[config.mk]
export PLATFORM = sky130hd
export DESIGN_NAME = systolic_feeder
export DESIGN_NICKNAME = d
export VERILOG_FILES = /design/src/rtl/systolic_feeder_pkg.sv /design/src/rtl/systolic_feeder_bank.sv /design/src/rtl/systolic_feeder.sv
export SDC_FILE = /design/constraint.sdc
export NUM_CORES = 1
export LEC_CHECK = 0
export ABC_AREA = 1
export CAP_MARGIN = 20
export CORE_ASPECT_RATIO = 0.75
export CORE_MARGIN = 2
export CORE_UTILIZATION = 55
export DETAILED_ROUTE_END_ITERATION = 8
export PLACE_DENSITY_LB_ADDON = 0.2
export SLEW_MARGIN = 20
export SYNTH_ARGS = -nofsm -noshare
export SYNTH_HDL_FRONTEND = slang
export SYNTH_SLANG_ARGS = --single-unit
export TNS_END_PERCENT = 100
[constraint.sdc]
create_clock -name clk_i -period 5.55 [get_ports clk_i]
set_input_delay 0.8325 -clock clk_i [delete_from_list [all_inputs] [get_ports clk_i]]
set_output_delay 0.8325 -clock clk_i [all_outputs]
set_load 0.005 [all_outputs]
[src/rtl/systolic_feeder_pkg.sv]
// ---------------------------------------------------------------------------
// systolic_feeder_pkg
// Shared constants and types for the operand feeder of the 4x4 systolic
// PE array.
//   N          : array dimension (lanes per edge, beats per tile)
//   NUM_BITS   : operand element width
//   STREAM_LEN : cycles needed to push one skewed tile into the array
//   BEAT_W     : width of the load beat index
//   T_W        : width of the stream cycle counter
// ---------------------------------------------------------------------------
package systolic_feeder_pkg;

   localparam int N          = 4;
   localparam int NUM_BITS   = 8;
   localparam int STREAM_LEN = 2 * N - 1;
   localparam int BEAT_W     = $clog2(N);
   localparam int T_W        = $clog2(STREAM_LEN);

   typedef enum logic {
      FEED_IDLE,
      FEED_STREAM
   } feed_state_e;

endpackage

[src/rtl/systolic_feeder_bank.sv]
// ---------------------------------------------------------------------------
// feeder_bank
// Ping-pong tile storage for one operand (two NxN tiles). Beats are written
// whole by beat index. The read port returns the diagonally skewed edge
// vector for stream cycle t: lane l carries element l of beat (t-l) when
// that beat exists, otherwise zero. This one shape serves both edges:
//   A loaded column-beat by column-beat -> lane i = A[i][t-i]
//   B loaded row-beat by row-beat       -> lane j = B[t-j][j]
// Ports:
//   clk_i       clock
//   wr_en_i     write the beat on wr_vec_i
//   wr_bank_i   bank written
//   wr_beat_i   beat index written
//   wr_vec_i    N lanes of NUM_BITS
//   rd_bank_i   bank read
//   rd_t_i      stream cycle 0..STREAM_LEN-1
//   rd_lanes_o  skewed, zero-padded lanes
// ---------------------------------------------------------------------------
module feeder_bank
   import systolic_feeder_pkg::*;
(
   input  logic                    clk_i,
   input  logic                    wr_en_i,
   input  logic                    wr_bank_i,
   input  logic [BEAT_W-1:0]       wr_beat_i,
   input  logic [N*NUM_BITS-1:0]   wr_vec_i,
   input  logic                    rd_bank_i,
   input  logic [T_W-1:0]          rd_t_i,
   output logic [N*NUM_BITS-1:0]   rd_lanes_o
);

   // Pure data storage: validity is tracked by the full flags in the top
   // level, so no reset is needed here.
   logic [N*NUM_BITS-1:0] mem_q [2][N];
   logic [N*NUM_BITS-1:0] mem_d [2][N];
   logic [BEAT_W-1:0]     beat_idx;

   always_comb begin
      mem_d = mem_q;
      if (wr_en_i) begin
         mem_d[wr_bank_i][wr_beat_i] = wr_vec_i;
      end
   end

   always_ff @(posedge clk_i) begin
      mem_q <= mem_d;
   end

   // Lane l lags the stream counter by l cycles; outside its N-beat window
   // the lane is padded with zero.
   always_comb begin
      rd_lanes_o = '0;
      beat_idx   = '0;
      for (int l = 0; l < N; l++) begin
         if ((int'(rd_t_i) >= l) && (int'(rd_t_i) < l + N)) begin
            beat_idx = BEAT_W'(int'(rd_t_i) - l);
            rd_lanes_o[l*NUM_BITS +: NUM_BITS] =
               mem_q[rd_bank_i][beat_idx][l*NUM_BITS +: NUM_BITS];
         end
      end
   end

endmodule

[src/rtl/systolic_feeder.sv]
// ---------------------------------------------------------------------------
// systolic_feeder
// Operand-injection stage in front of the NxN systolic PE array. Loads one
// A tile and one B tile per handshake sequence into ping-pong banks, then on
// go streams them into the west (left_o) and north (top_o) array edges with
// diagonal skew, pulsing feed_start_o on the first stream cycle.
// Ports:
//   clk_i         clock
//   rst_i         asynchronous active-low reset
//   in_valid_i    load beat valid
//   in_ready_o    load beat accepted when valid & ready (write bank not full)
//   a_vec_i       beat k: lane i = A[i][k]
//   b_vec_i       beat k: lane j = B[k][j]
//   go_i          controller permits next tile stream
//   left_o        lane i drives array row i
//   top_o         lane j drives array column j
//   feed_valid_o  high on every stream cycle
//   feed_start_o  one-cycle pulse on stream cycle 0
// ---------------------------------------------------------------------------
module systolic_feeder
   import systolic_feeder_pkg::*;
(
   input  logic                    clk_i,
   input  logic                    rst_i,
   input  logic                    in_valid_i,
   output logic                    in_ready_o,
   input  logic [N*NUM_BITS-1:0]   a_vec_i,
   input  logic [N*NUM_BITS-1:0]   b_vec_i,
   input  logic                    go_i,
   output logic [N*NUM_BITS-1:0]   left_o,
   output logic [N*NUM_BITS-1:0]   top_o,
   output logic                    feed_valid_o,
   output logic                    feed_start_o
);

   localparam logic [T_W-1:0]    LAST_T    = T_W'(STREAM_LEN - 1);
   localparam logic [BEAT_W-1:0] LAST_BEAT = BEAT_W'(N - 1);

   feed_state_e           state_q, state_d;
   logic [T_W-1:0]        t_q, t_d;
   logic                  rd_bank_q, rd_bank_d;
   logic                  wr_bank_q, wr_bank_d;
   logic [BEAT_W-1:0]     ld_cnt_q, ld_cnt_d;
   logic [1:0]            full_q, full_d;
   logic [N*NUM_BITS-1:0] left_q, left_d;
   logic [N*NUM_BITS-1:0] top_q, top_d;
   logic                  valid_q, valid_d;
   logic                  start_q, start_d;

   logic                  accept;
   logic [N*NUM_BITS-1:0] a_lanes;
   logic [N*NUM_BITS-1:0] b_lanes;

   assign in_ready_o = ~full_q[wr_bank_q];
   assign accept     = in_valid_i & in_ready_o;

   // Banks are read with the next-cycle pointer and counter so the edge
   // registers hold the value for the cycle they are presented on.
   feeder_bank u_bank_a (
      .clk_i      (clk_i),
      .wr_en_i    (accept),
      .wr_bank_i  (wr_bank_q),
      .wr_beat_i  (ld_cnt_q),
      .wr_vec_i   (a_vec_i),
      .rd_bank_i  (rd_bank_d),
      .rd_t_i     (t_d),
      .rd_lanes_o (a_lanes)
   );

   feeder_bank u_bank_b (
      .clk_i      (clk_i),
      .wr_en_i    (accept),
      .wr_bank_i  (wr_bank_q),
      .wr_beat_i  (ld_cnt_q),
      .wr_vec_i   (b_vec_i),
      .rd_bank_i  (rd_bank_d),
      .rd_t_i     (t_d),
      .rd_lanes_o (b_lanes)
   );

   always_comb begin
      state_d   = state_q;
      t_d       = t_q;
      rd_bank_d = rd_bank_q;
      wr_bank_d = wr_bank_q;
      ld_cnt_d  = ld_cnt_q;
      full_d    = full_q;
      valid_d   = 1'b0;

      // Load side: only ever touches the (non-full) write bank.
      if (accept) begin
         if (ld_cnt_q == LAST_BEAT) begin
            ld_cnt_d          = '0;
            full_d[wr_bank_q] = 1'b1;
            wr_bank_d         = ~wr_bank_q;
         end else begin
            ld_cnt_d = ld_cnt_q + 1'b1;
         end
      end

      // Stream side: only ever touches the (full) read bank, so the two
      // full-flag updates never collide.
      unique case (state_q)
         FEED_IDLE: begin
            if (go_i && full_q[rd_bank_q]) begin
               state_d = FEED_STREAM;
               t_d     = '0;
               valid_d = 1'b1;
            end
         end
         FEED_STREAM: begin
            if (t_q == LAST_T) begin
               full_d[rd_bank_q] = 1'b0;
               rd_bank_d         = ~rd_bank_q;
               // Chain straight into the other bank with no bubble.
               if (go_i && full_q[~rd_bank_q]) begin
                  t_d     = '0;
                  valid_d = 1'b1;
               end else begin
                  state_d = FEED_IDLE;
                  t_d     = '0;
               end
            end else begin
               t_d     = t_q + 1'b1;
               valid_d = 1'b1;
            end
         end
         default: begin
            state_d = FEED_IDLE;
         end
      endcase

      start_d = valid_d && (t_d == '0);
      left_d  = valid_d ? a_lanes : '0;
      top_d   = valid_d ? b_lanes : '0;
   end

   always_ff @(posedge clk_i or negedge rst_i) begin
      if (!rst_i) begin
         state_q   <= FEED_IDLE;
         t_q       <= '0;
         rd_bank_q <= 1'b0;
         wr_bank_q <= 1'b0;
         ld_cnt_q  <= '0;
         full_q    <= '0;
         left_q    <= '0;
         top_q     <= '0;
         valid_q   <= 1'b0;
         start_q   <= 1'b0;
      end else begin
         state_q   <= state_d;
         t_q       <= t_d;
         rd_bank_q <= rd_bank_d;
         wr_bank_q <= wr_bank_d;
         ld_cnt_q  <= ld_cnt_d;
         full_q    <= full_d;
         left_q    <= left_d;
         top_q     <= top_d;
         valid_q   <= valid_d;
         start_q   <= start_d;
      end
   end

   assign left_o       = left_q;
   assign top_o        = top_q;
   assign feed_valid_o = valid_q;
   assign feed_start_o = start_q;

endmodule

==> results_dict.tcl, run 1 <==
set metrics [dict create \
    placed_area_um2 25500 \
    timing.hold.ws_ns 0.251 \
    num_vias 14400 \
    rows 65 \
    synth.most_common_cell "edfxtp_1" \
    drt.antenna.violating_nets 0 \
    path_class "input pin to register" \
    power_density_nw_per_um2 628 \
    grt_max_degree 97 \
    rsz0062_at_grt "no" \
    startpoint "go_i" \
    synth_top_area_cell "edfxtp_1" \
    peakVddDrop_uv 660 \
    hpwlAfterDp_um 26900 \
    cts_buffer_depth 3 \
    tritoncts "done" \
    critical_path.max_fanout 38 \
    timing.rr.start "rd_bank_q$_DFF_PN0_" \
    period_needed_ns 3.48 \
    crit_arrival_ns 3.94 \
    dieArea_um2 44600 \
    synth-edff-count 512 \
    place_congestion 0.754 \
    fin_crit_sh 0.627 \
    cts.sinks 587 \
    worstPathCellList "clkdlybuf4s50_1 > nand3_2 > nand3_2 > nand2_1 > ha_4 > buf_4 > mux2i_1 > nand3_1 > nand3_1 > nand2_1 > inv_1 > nor2_1" \
    cts_inserted_buffers 55 \
    p_total_mw 17.2 \
    status "finished clean" \
    ys_warn_count 0 \
    hp-class "input pin to asynchronous set/reset pin" \
    antenna_found_initial 3 \
    totalWireLength_um 53100 \
    crit_required_ns 6.01 \
    insertion_delay_ns 0.60 \
    final-hold-violation-count 0 \
    reg2reg_slack_ns 2.28 \
    max_stage_delay_ns 0.74 \
    synthArstFlopShare 0.128 \
    synth_cells 1845 \
    core_um2 42200 \
    synth.avg_cell_area_um2 12.8 \
    grt_pass1_vias 14100 \
    ys_types 25 \
    cts_setup_buffers 0 \
    start_kind "input pin" \
    cts_root_buffer "clkbuf_16" \
    start_util 0.560 \
    syn2layout_area_growth_pct 15.7 \
    wl_met3_um 3880 \
    via_per_inst 5.57 \
    wl_per_cell_um 20.6 \
    hold_buffers 0 \
    die_h_um 183 \
    synth_top_flop_cell "edfxtp_1" \
    drc_errors 0 \
    clk_pin_slew_ns 0.06 \
    drt_pass1_iterations 6 \
    slew_headroom 0.255 \
    p_leak_nw 10.7 \
    synth_top_area_share 0.651 \
    fin_ws_ns 2.07 \
    cts_max_level 2 \
    pin_count 135 \
    grt_pass1_wl_um 82100 \
    drive_gt1_frac 0.0717 \
    fin_nets 2036 \
    fmax_ghz 0.287 \
    ys_ff_latch 587 \
    grt-ovfl-total 0 \
    cts_resized 0 \
    grt_use_total 0.241 \
    netlist_area_um2 23600 \
    synth_area_leaders "edfxtp_1, dfrtp_1, nand2_1, nand3_1, mux2i_1" \
    drt_iter0_markers 1367 \
    portBuffers 134 \
    met1Wirelength_um 23300 \
    tns_ns 0 \
    ys_seq_area_frac 0.730 \
    crit_path_top_delay_cell "ha_4" \
    clock_skew_ns 0.0168 \
    finalSetupViolCount 0 \
    dp_slack_ns 1.47 \
    synth_nets 1920 \
    critPathCaptureType "register" \
    top_layer_used "met5" \
    fin_area_um2 27300 \
    die-width_um 243 \
    route.met2.wl_um 24800 \
    worst_pin_slew_ns 1.12 \
    slew_viol_final 0 \
    cap_viol_max_count 0 \
    synth_commonest_cells "edfxtp_1, nand2_1, nand3_1" \
]
-- kinds of logic (layout without fill, tap and decap cells) --
group / count (synthesis) / after routing / synth area share
DFF: 587 / 587 / 0.730
other: 0 / 1 / 0
adders and majority gates: 7 / 7 / 0.00371
and+or+nand+nor: 887 / 887 / 0.167
muxes: 128 / 128 / 0.0542
buffers and inverters: 209 / 372 / 0.0389
AOI/OAI and AO/OA: 27 / 27 / 0.00583
-- critical path: cells and delay by family --
kind / cells / cell delay [ns]
muxes: 1 / 0.26
and+or+nand+nor: 7 / 1.05
buffers and inverters: 3 / 1.02
adders and majority gates: 1 / 0.74
-- power breakdown --
| group | internal [mW] | leakage [nW] | total [mW] | switching [mW] |
|---|---|---|---|---|
| Sequential | 5.51 | 5.59 | 5.69 | 0.181 |
| Combinational | 2.83 | 4.19 | 7.75 | 4.92 |
| Clock | 2.14 | 0.881 | 3.72 | 1.57 |
| Total | 10.5 | 10.7 | 17.2 | 6.68 |
-- state kept, by name, indices dropped and copies added (netlist names), 2 cells and up --
| name | flops |
|---|---|
| u_bank_a.mem_q | 256 |
| u_bank_b.mem_q | 256 |
| left_o | 32 |
| top_o | 32 |
| t_q | 3 |
| full_q | 2 |
| ld_cnt_q | 2 |
-- placed cells by master (no fill, tap or decap) --
cell             instances
inv_6                    4
buf_4                   25
clkbuf_8                 9
nor2_1                  87
nand3_2                  4
nor2_4                   9
ha_4                     2
clkbuf_1                20
clkbuf_16               55
clkinv_1                 3
nand3_4                  1
nand2_4                  3
o21ai_1                  1
mux2i_1                128
nand3_1                290
nand2_2                  4
or2_2                    1
clkinv_2                 9
nor2_2                   1
diode_2                  1
dfrtp_1                 75
bufinv_16                4
nand3b_1                52
a21oi_1                 18
ha_1                     5
nand2_1                435
clkdlybuf4s50_1        133
edfxtp_1               512
buf_6                    1
o21ai_0                  7
inv_1                   97
inv_2                    7
o21a_1                   1
buf_12                   5
-- final cells by class --
type / count / area (µm²)
clock inverters: 20 / 211
clock buffers: 84 / 1580
diodes: 1 / 2.50
repair buffers: 164 / 1630
inverters: 104 / 390
well taps: 569 / 712
multi-input cells: 1049 / 5560
fillers: 3052 / 14900
flip-flops and latches: 587 / 17300
-- stage by stage --
step / instances / utilization
final: 2578 / 0.648
after global routing: 2577 / 0.648
after CTS: 2576 / 0.647
after detailed placement: 2472 / 0.605
after global placement: 2472 / 0.605
after floorplan: 1845 / -
-- final timing paths --
check                                            end  cells after the start
worst max-delay path             top_o[25]$_DFF_PN0_                     12
worst min-delay path            left_o[17]$_DFF_PN0_                      1
worst max register to register   top_o[25]$_DFF_PN0_                     13
worst min register to register   full_q[1]$_DFF_PN0_                      2
max in group asynchronous        left_o[7]$_DFF_PN0_                      2
min in group clk_i               full_q[1]$_DFF_PN0_                      2
-- metal layers --
layer / vias to the layer above / GRT usage
li1: 6666 / -
met1: 7111 / 0.343
met2: 507 / 0.385
met3: 84 / 0.0473
met4: 4 / 0.0631
met5: - / 0
Note: power is estimated with default switching activity, not from simulation.
==> inputs of run 2 (changes only) <==
CORE_UTILIZATION = 54   (was 55)
clock period = 2.89 ns   (was 5.55 ns; I/O delays follow)
==> run 2 against run 1 <==
Global-route usage down 0.55 points; combinational power increased by 100%; cell count increased by 1.1%; first-iteration DRC count decreased by 8.3%; critical path depth is 3 higher.
==> results_dict.tcl, run 2 (synthesis gave the netlist of run 1 again) <==
set metrics [dict create \
    p_leak_nw 10.9 \
    crit_required_ns 3.37 \
    slew_headroom 0.450 \
    fmax_ghz 0.404 \
    pin_count 135 \
    via_per_inst 5.51 \
    drive_gt1_frac 0.0805 \
    layout_common_cells "edfxtp_1, nand2_1, nand3_1, clkdlybuf4s50_1, mux2i_1" \
    antenna_found_initial 6 \
    place_congestion 0.780 \
    die-width_um 246 \
    cts_inserted_buffers 54 \
    drt_iter0_markers 1254 \
    slew_viol_final 0 \
    drt.antenna.violating_nets 0 \
    portBuffers 134 \
    critPathCaptureType "register" \
    grt_use_total 0.235 \
    fin_cells 2606 \
    wl_per_cell_um 20.3 \
    fin_nets 2054 \
    rows 66 \
    timing.hold.ws_ns 0.369 \
    use_met2 0.379 \
    rr_worst_depth 15 \
    power_density_nw_per_um2 1230 \
    final-hold-violation-count 0 \
    start_util 0.546 \
    drt_pass1_iterations 6 \
    grt-ovfl-total 0 \
    hp-class "input pin to asynchronous set/reset pin" \
    rsz0062_at_grt "no" \
    fin_crit_sh 0.856 \
    cts.sinks 587 \
    grt.busiest_layer "met2" \
    status "finished clean" \
    gr-usage-met1 0.331 \
    crit_arrival_ns 2.95 \
    critical_path.max_fanout 24 \
    placedCellCount 2500 \
    cts_max_level 2 \
    reg.largest.list "u_bank_a.mem_q: 256 flops, u_bank_b.mem_q: 256 flops" \
    start_kind "register" \
    dieArea_um2 45500 \
    cts_buffer_depth 3 \
    grt_use_met3 0.0425 \
    die_h_um 185 \
    period_needed_ns 2.47 \
    n_fill_cell 3146 \
    grt_pass1_vias 14200 \
    peakVddDrop_uv 1230 \
    grt_max_degree 133 \
    tns_ns 0 \
    tritoncts "done" \
    insertion_delay_ns 0.61 \
    layout_commonest_cell "edfxtp_1" \
    hpwlAfterDp_um 27400 \
    drc_errors 0 \
    totalWireLength_um 52800 \
    clock_skew_ns 0.0346 \
    cap_viol_max_count 0 \
    cts_root_buffer "clkbuf_16" \
    clk_pin_slew_ns 0.06 \
    core_um2 43300 \
    cts_setup_buffers 0 \
    num_vias 14400 \
    path_class "register to register" \
    cts_resized 0 \
    grt_pass1_wl_um 81300 \
    worst_pin_slew_ns 0.825 \
    finalSetupViolCount 0 \
    syn2layout_area_growth_pct 18.2 \
]
run 2: changes by cell type in the layout (fill, tap and decap cells not counted), moves of 3 or more:
cell       previous run  this run
clkbuf_8              9         3
clkinv_1              3         9
bufinv_16             4        13
buf_12                5        27
clkbuf_1             20        11
buf_4                25        22
run 2: what timing repair did:
action | CTS | global route
endpoints found under the setup margin | 0 | 0
hold buffers | 1 | 0
hold endpoints to repair | 33 | 0
run 2: per-stage QoR:
stage / utilization / setup WS, ns / total power, mW / cell area [µm²]
finish: 0.646 / 0.415 / 34.5 / 27900
global placement: 0.600 / 0.170 / 26.7 / 26000
floorplan: - / -0.252 / 21.7 / 23700
detailed placement: 0.600 / 0.0637 / 26.9 / 26000
global route: 0.645 / 0.252 / 36.6 / 27900
CTS: 0.645 / 0.443 / 34.7 / 27900
run 2: area by class of cell:
| class | count | area (µm²) | share of cell area |
|---|---|---|---|
| Antenna cell | 3 | 7.51 | 0.000269 |
| Clock buffer | 68 | 1430 | 0.0513 |
| Clock inverter | 34 | 508 | 0.0182 |
| Inverter | 104 | 390 | 0.0140 |
| Multi-Input combinational cell | 1049 | 5570 | 0.199 |
| Sequential cell | 587 | 17300 | 0.618 |
| Tap cell | 578 | 723 | 0.0259 |
| Timing Repair Buffer | 183 | 2050 | 0.0733 |
run 2: metal layers:
metal | part of all wire | up-vias
met5 | 0.00027 | -
met4 | 0.021 | 2
met3 | 0.069 | 90
met2 | 0.47 | 473
met1 | 0.44 | 7085
li1 | - | 6712
run 2: final timing paths:
path,startpoint,endpoint,slack [ns]
setup / recovery,rd_bank_q$_DFF_PN0_,top_o[9]$_DFF_PN0_,0.42
hold / removal,rst_i,left_o[15]$_DFF_PN0_,0.37
setup reg to reg,rd_bank_q$_DFF_PN0_,top_o[9]$_DFF_PN0_,0.42
hold reg to reg,full_q[1]$_DFF_PN0_,full_q[1]$_DFF_PN0_,0.57
max in group asynchronous,rst_i,top_o[30]$_DFF_PN0_,1.64
min in group clk_i,a_vec_i[31],u_bank_a.mem_q[127]$_DFFE_PP_,0.56
run 2: worst max-delay path, stage by stage, from the launching register on:
cell and delay [ns]:
dfrtp_1 0.47, inv_2 0.10, nand2_1 0.09, nand3_2 0.11, nand2_1 0.09, nand2_1 0.06, nand2_2 0.12, inv_2 0.06
ha_4 0.37, buf_12 0.23, mux2i_1 0.24, nand2_1 0.11, nand3_1 0.13, nand2_1 0.08, inv_1 0.05, nor2_1 0.04
run 2: where the power goes:
group	switching, mW	internal (mW)	total, mW
clock network	3.04	4.68	7.72
registers	0.364	10.6	10.9
logic	9.58	6.24	15.8
==> RTL edit 1, RTL diff (config.mk and constraints of run 2) <==
`NUM_BITS`: 8 -> 6.
--- a/src/rtl/systolic_feeder_pkg.sv
+++ b/src/rtl/systolic_feeder_pkg.sv
@@ -12,5 +12,5 @@
 
    localparam int N          = 4;
-   localparam int NUM_BITS   = 8;
+   localparam int NUM_BITS   = 6;
    localparam int STREAM_LEN = 2 * N - 1;
    localparam int BEAT_W     = $clog2(N);
Interface: changed (resized a_vec_i, b_vec_i, left_o and top_o); port bits go from 135 to 103. The function was not compared with the original's and may differ.
==> RTL edit 1 against run 2 <==
Setup slack got worse by 0.058 ns. Combinational power shrank 28%. Count of clock-buffer cells in the layout shrank 15. Design area shrank 25%. Clock power fell by 28%. Area after synthesis fell by 25%. Synthesized cell count decreased by 25%. Wire length decreased by 28%. Die area down 24%. Total power down 27%. Sequential cell count fell by 144. Sequential power down 24%. Critical path depth decreased by 9. Sequential share of layout area increased by 0.42 points. Critical path type unchanged. Critical endpoint is now u_bank_b.mem_q[177]. Highest routed layer unchanged.
==> RTL edit 1: results (changes against run 2) <==
* 0.778 — routability congestion estimate, was 0.780
* 2.72 ns — CP Data Arrival Time, was 2.95 ns
* edfxtp_1 (65%), dfrtp_1 (8.3%), nand2_1 (7.8%), mux2i_1 (5.4%), nand3_1 (5.3%) — most area-consuming cells after synthesis, was edfxtp_1 (65%), dfrtp_1 (7.9%), nand2_1 (6.9%), nand3_1 (6.2%), mux2i_1 (5.4%)
* 102 — I/O Buffers, was 134
* 19 — worst-path maximum fanout, was 24
* finished clean — status, unchanged
* 8.08 nW — leakage power, was 10.9 nW
* 73.3% — Seq/Total Area, Yosys, was 73.0%
* 0 — hold-fix buffer count after cts, was 1
* full_q[0] — Worst Setup SP, was rd_bank_q
* 1449 — total nets after synthesis, was 1920
* 0.0195 mm2 — Placed Area, was 0.0260 mm2
* 32.6% — met1 usage, was 33.1%
* 10288 — via count of the first global-routing pass, was 14166
* 1972 — Final Non-Filler Cells, was 2606
* 0.104 ns — Worst Setup Slack post-DPL, was 0.0637 ns
* 0.55 ns — Clk Latency, worst-skew pair, was 0.61 ns
* 64.6% — post-layout utilization of the core, about the same
* 0.0426 ns — smallest hold slack, was 0.369 ns
* 0.0296 ns — maximum clock skew at final layout, was 0.0346 ns
* 0 — Diodes inserted, was 3
* 36.3% — met2 Usage GRT, was 37.9%
* 5 — first-pass iteration count of the detailed router, was 6
* 1 — initial antenna violation count, was 6
* 5.40 — drt via density, was 5.51
* 0.395 GHz — Fmax achieved, was 0.404 GHz
* 122 — maximum number of pins on one net before global-route repair, was 133
* 2382 — Layout fillers, was 3146
* 19.3 um — per-cell routed wire length, was 20.3 um
* 3.81% — GRT met3 Usage, was 4.25%
* 1555 — Net count, final, was 2054
* 6 — number of cells on the worst reg-to-reg path, was 15
* 12.8 um2 — mean instance size in the synthesized netlist, about the same
* 384 — Post-synth EDFFs, was 512
* 0.36 ns — reg-to-reg setup timing slack, was 0.42 ns
* 42 — CTS buffer count, was 54
* 0.942 ns — Worst Max-Slew Pin Slew, was 0.825 ns
* u_bank_a.mem_q (192), u_bank_b.mem_q (192) — biggest regs, was u_bank_a.mem_q (256), u_bank_b.mem_q (256)
* 1894 — number of placed cells counting well taps, was 2500
RTL edit 1: cell types whose count changed in the layout (fill, tap and decap cells not counted), moves of 16 or more:
cell / delta
dfrtp_1: -16
nand3_1: -104
nand2_1: -69
edfxtp_1: -128
nand3b_1: -28
nor2_1: -16
clkdlybuf4s50_1: -32
a21oi_1: +21
inv_1: -46
mux2i_1: -32
RTL edit 1: metal layers:
| metal | part of all wire [%] | vias up | wire, um |
|---|---|---|---|
| met5 | 0.042 | - | 16 |
| met4 | 2.0 | 2 | 753 |
| met3 | 6.3 | 64 | 2400 |
| met2 | 48 | 342 | 18300 |
| met1 | 44 | 5171 | 16700 |
| li1 | - | 5063 | - |
RTL edit 1: critical path, cell delays in order, from the launching register on:
cell	delay, ns
dfrtp_1	0.41
o21ai_0	0.47
nand2_1	0.26
inv_1	0.18
nand2_1	0.27
nor2_4	0.20
buf_4	0.37
RTL edit 1: cell type report:
cell class                      instances  area share (%)
Tap cell                              442            2.64
Sequential cell                       443            62.2
Timing Repair Buffer                  140            7.37
Clock buffer                           53            5.32
Inverter                               54           0.969
Clock inverter                         25            1.41
Multi-Input combinational cell        815            20.1
RTL edit 1: where the power goes:
group | total, mW | leakage [nW] | switching [mW] | internal (mW)
Sequential | 8.26 | 4.23 | 0.271 | 7.99
Combinational | 11.3 | 3.17 | 6.92 | 4.36
Clock | 5.57 | 0.681 | 2.29 | 3.28
RTL edit 1: kinds of logic (layout without fill, tap and decap cells):
| logic type | count (synthesis) | count (layout) | share of synthesized area (%) |
|---|---|---|---|
| DFF | 443 | 443 | 73.3 |
| AOI/OAI and AO/OA | 47 | 47 | 1.34 |
| muxes | 96 | 96 | 5.41 |
| buffers and inverters | 132 | 272 | 3.48 |
| and+or+nand+nor | 665 | 665 | 16.0 |
| adders and majority gates | 7 | 7 | 0.493 |
==> RTL edit 2, RTL diff (config.mk and constraints of run 2) <==
Without the edit above. Reset style: synchronous (`rst_i`), changed in one clocked block. Comments in the files are not updated.
--- a/src/rtl/systolic_feeder.sv
+++ b/src/rtl/systolic_feeder.sv
@@ -136,5 +136,5 @@
    end
 
-   always_ff @(posedge clk_i or negedge rst_i) begin
+   always_ff @(posedge clk_i) begin
       if (!rst_i) begin
          state_q   <= FEED_IDLE;
Check against the original RTL: no difference found for any inputs over 4 cycles, from zero or initial values and one cycle with rst_i low; that may be too few to reach the edited logic, so the function may still have changed.
==> RTL edit 2 against run 2 <==
Final cell count fell by 3.9%. Maximum frequency rose by 3.9%. Sequential share of layout area rose by 0.74 points. Sequential cell count did not move. Wire length fell by 4.7%. Design area fell by 3.3%. Area after synthesis fell by 3.2%. First-iteration DRC count fell by 4.3%. Setup slack improved by 0.094 ns. Critical endpoint is now in_ready_o. Largest cell class unchanged.
Power is not compared: it rests on default switching activity, and its combinational part moved more than twofold at a synthesized area within 25%.
==> RTL edit 2: results (changes against run 2) <==
* 9.46% — proportion of layout cells with a drive suffix above 1, was 8.05%
* 0 — number of warning messages in the yosys log, unchanged
* 3 — initial antenna violation count, was 6
* 50.4 mm — DRT Wirelength, was 52.8 mm
* 0.0185 ns — maximum clock skew at final layout, was 0.0346 ns
* in_ready_o — end point of the critical path, was top_o[9]
* 134 — I/O Buffers, unchanged
* rd_bank_q — worst r2r src, unchanged
* 0.798 ns — Worst Max-Slew Pin Slew, was 0.825 ns
* 0.776 — routability congestion estimate, was 0.780
* 0 — post-CTS setup buffers, unchanged
* edfxtp_1 (512), nand2_1 (471), nand3_1 (309), mux2i_1 (128), dfxtp_1 (75) — leading post-synthesis cells by instance count, was edfxtp_1 (512), nand2_1 (436), nand3_1 (291), mux2i_1 (128), inv_1 (97)
* 73.8% — Seq/Total Area, Yosys, was 73.0%
* 3 — buffer levels on the longest clock path, unchanged
* 0 — post-cts sizing count, unchanged
* 55 — CTS buffer count, was 54
* 7 — worst-path maximum fanout, was 24
* 2 — H-tree level count, unchanged
* 1963 — Net count, final, was 2054
* clkdlybuf4s50_1 — CP max stage cell, was dfrtp_1
* u_bank_a.mem_q (256), u_bank_b.mem_q (256) — biggest regs, unchanged
* 11 — number of cells on the worst reg-to-reg path, was 15
* clkbuf_16 — clock tree root driver cell, unchanged
* 0.56 ns — reg-to-reg setup timing slack, was 0.42 ns
* 1200 — Iteration-0 DRC Markers, was 1254
* 0.61 ns — Largest stage delay, worst path, was 0.47 ns
* 5 — first-pass iteration count of the detailed router, was 6
* 0 — endpoints failing hold, unchanged
* 0.453 mV — Max rail drop VDD
* finished clean — status, unchanged
* 13716 — via count of the first global-routing pass, was 14166
* 27 — distinct cell type count of the synthesized netlist, was 25
* 0.240 ns — Worst Setup Slack post-DPL, was 0.0637 ns
* left_o[31] — worst r2r dst, was top_o[9]
* 0.509 ns — min setup slack post-route, was 0.415 ns
* 9.99 nW — leakage power
* 79.0 mm — global-route wire length before repair, was 81.3 mm
* 512 — Post-synth EDFFs, unchanged
* buffers and inverters — cell family with most CP delay, was simple AND/OR/NAND/NOR gates
* 131 — maximum number of pins on one net before global-route repair, was 133
* wr_bank_q — Worst Setup SP, was rd_bank_q
* 0.06 ns — clock-pin slew on the worst setup and hold paths, about the same
* 26.9 mm — hpwl dp, was 27.4 mm
* 3072 — Layout fillers, was 3146
* 5.54 — drt via density, was 5.51
* register to register — Worst Hold Class, was input pin to async pin
* 23.2% — all-layer global routing usage, was 23.5%
* 0% — fraction of registers with async set/reset, was 12.8%
* 1823 — total nets after synthesis, was 1920
* edfxtp_1 — most instantiated flip-flop cell in the synthesis netlist, unchanged
* edfxtp_1 (67%), nand2_1 (7.7%), nand3_1 (6.8%), dfxtp_1 (6.6%), mux2i_1 (5.6%) — most area-consuming cells after synthesis, was edfxtp_1 (65%), dfrtp_1 (7.9%), nand2_1 (6.9%), nand3_1 (6.2%), mux2i_1 (5.4%)
* 1.95 ns — CP Data Arrival Time, was 2.95 ns
* 0.59 ns — Clk Latency, worst-skew pair, was 0.61 ns
[RTL edit 2: cells by family (layout without fill, tap and decap cells)]
kind of cell / count (synthesis) / count (layout) / share of synthesized area (%)
simple gates: 829 / 829 / 15.8
mux: 128 / 128 / 5.60
fa+ha+maj: 7 / 7 / 0.383
flops: 587 / 587 / 73.8
other cells: 0 / 1 / 0
compound gates: 62 / 62 / 1.42
buf+inv: 135 / 322 / 3.05
[RTL edit 2: area by class of cell]
class / count / area [um2] / area share [%]
antenna: 1 / 2.50 / 0.00927
clock buffer: 78 / 1570 / 5.83
clock inverter: 26 / 262 / 0.968
inverter: 35 / 131 / 0.487
multi-input combinational: 1026 / 5440 / 20.1
sequential: 587 / 16900 / 62.5
tap: 569 / 712 / 2.64
timing repair buffer: 183 / 2010 / 7.44
[RTL edit 2: power breakdown]
group          internal (mW)  switching, mW
sequential              9.43         0.0463
clock                   4.17           3.06
combinational          0.287          0.488
total                   13.9           3.59
[RTL edit 2: through the flow]
stage / area (um2) / utilization, % / instances / power (mW)
6_report: 27000 / 64.3 / 2505 / 17.5
5_1_grt: 27000 / 64.3 / 2505 / 18.0
4_1_cts: 27000 / 64.3 / 2504 / 17.6
3_5_place_dp: 25200 / 60.0 / 2400 / 10.4
3_3_place_gp: 25200 / 60.0 / 2400 / 10.4
2_1_floorplan: 22900 / - / 1748 / 10.1
[RTL edit 2: how the worst min path moves through the flow]
stage	from	endpoint	slack (ns)	cells past startpoint
5_1_grt	full_q[1]	full_q[1]	0.54	1
2_1_floorplan	full_q[1]	full_q[1]	0.47	1
3_3_place_gp	full_q[1]	full_q[1]	0.49	1
6_report	full_q[1]	full_q[1]	0.51	1
3_5_place_dp	full_q[1]	full_q[1]	0.49	1
4_1_cts	full_q[1]	full_q[1]	0.51	1
[RTL edit 2: per-layer routing]
metal,vias to the layer above,part of all wire [%],GRT usage [%]
li1,6514,-,-
met1,6812,45,33.5
met2,461,46,36.9
met3,88,6.2,3.79
met4,4,2.3,6.72
met5,-,0.056,0
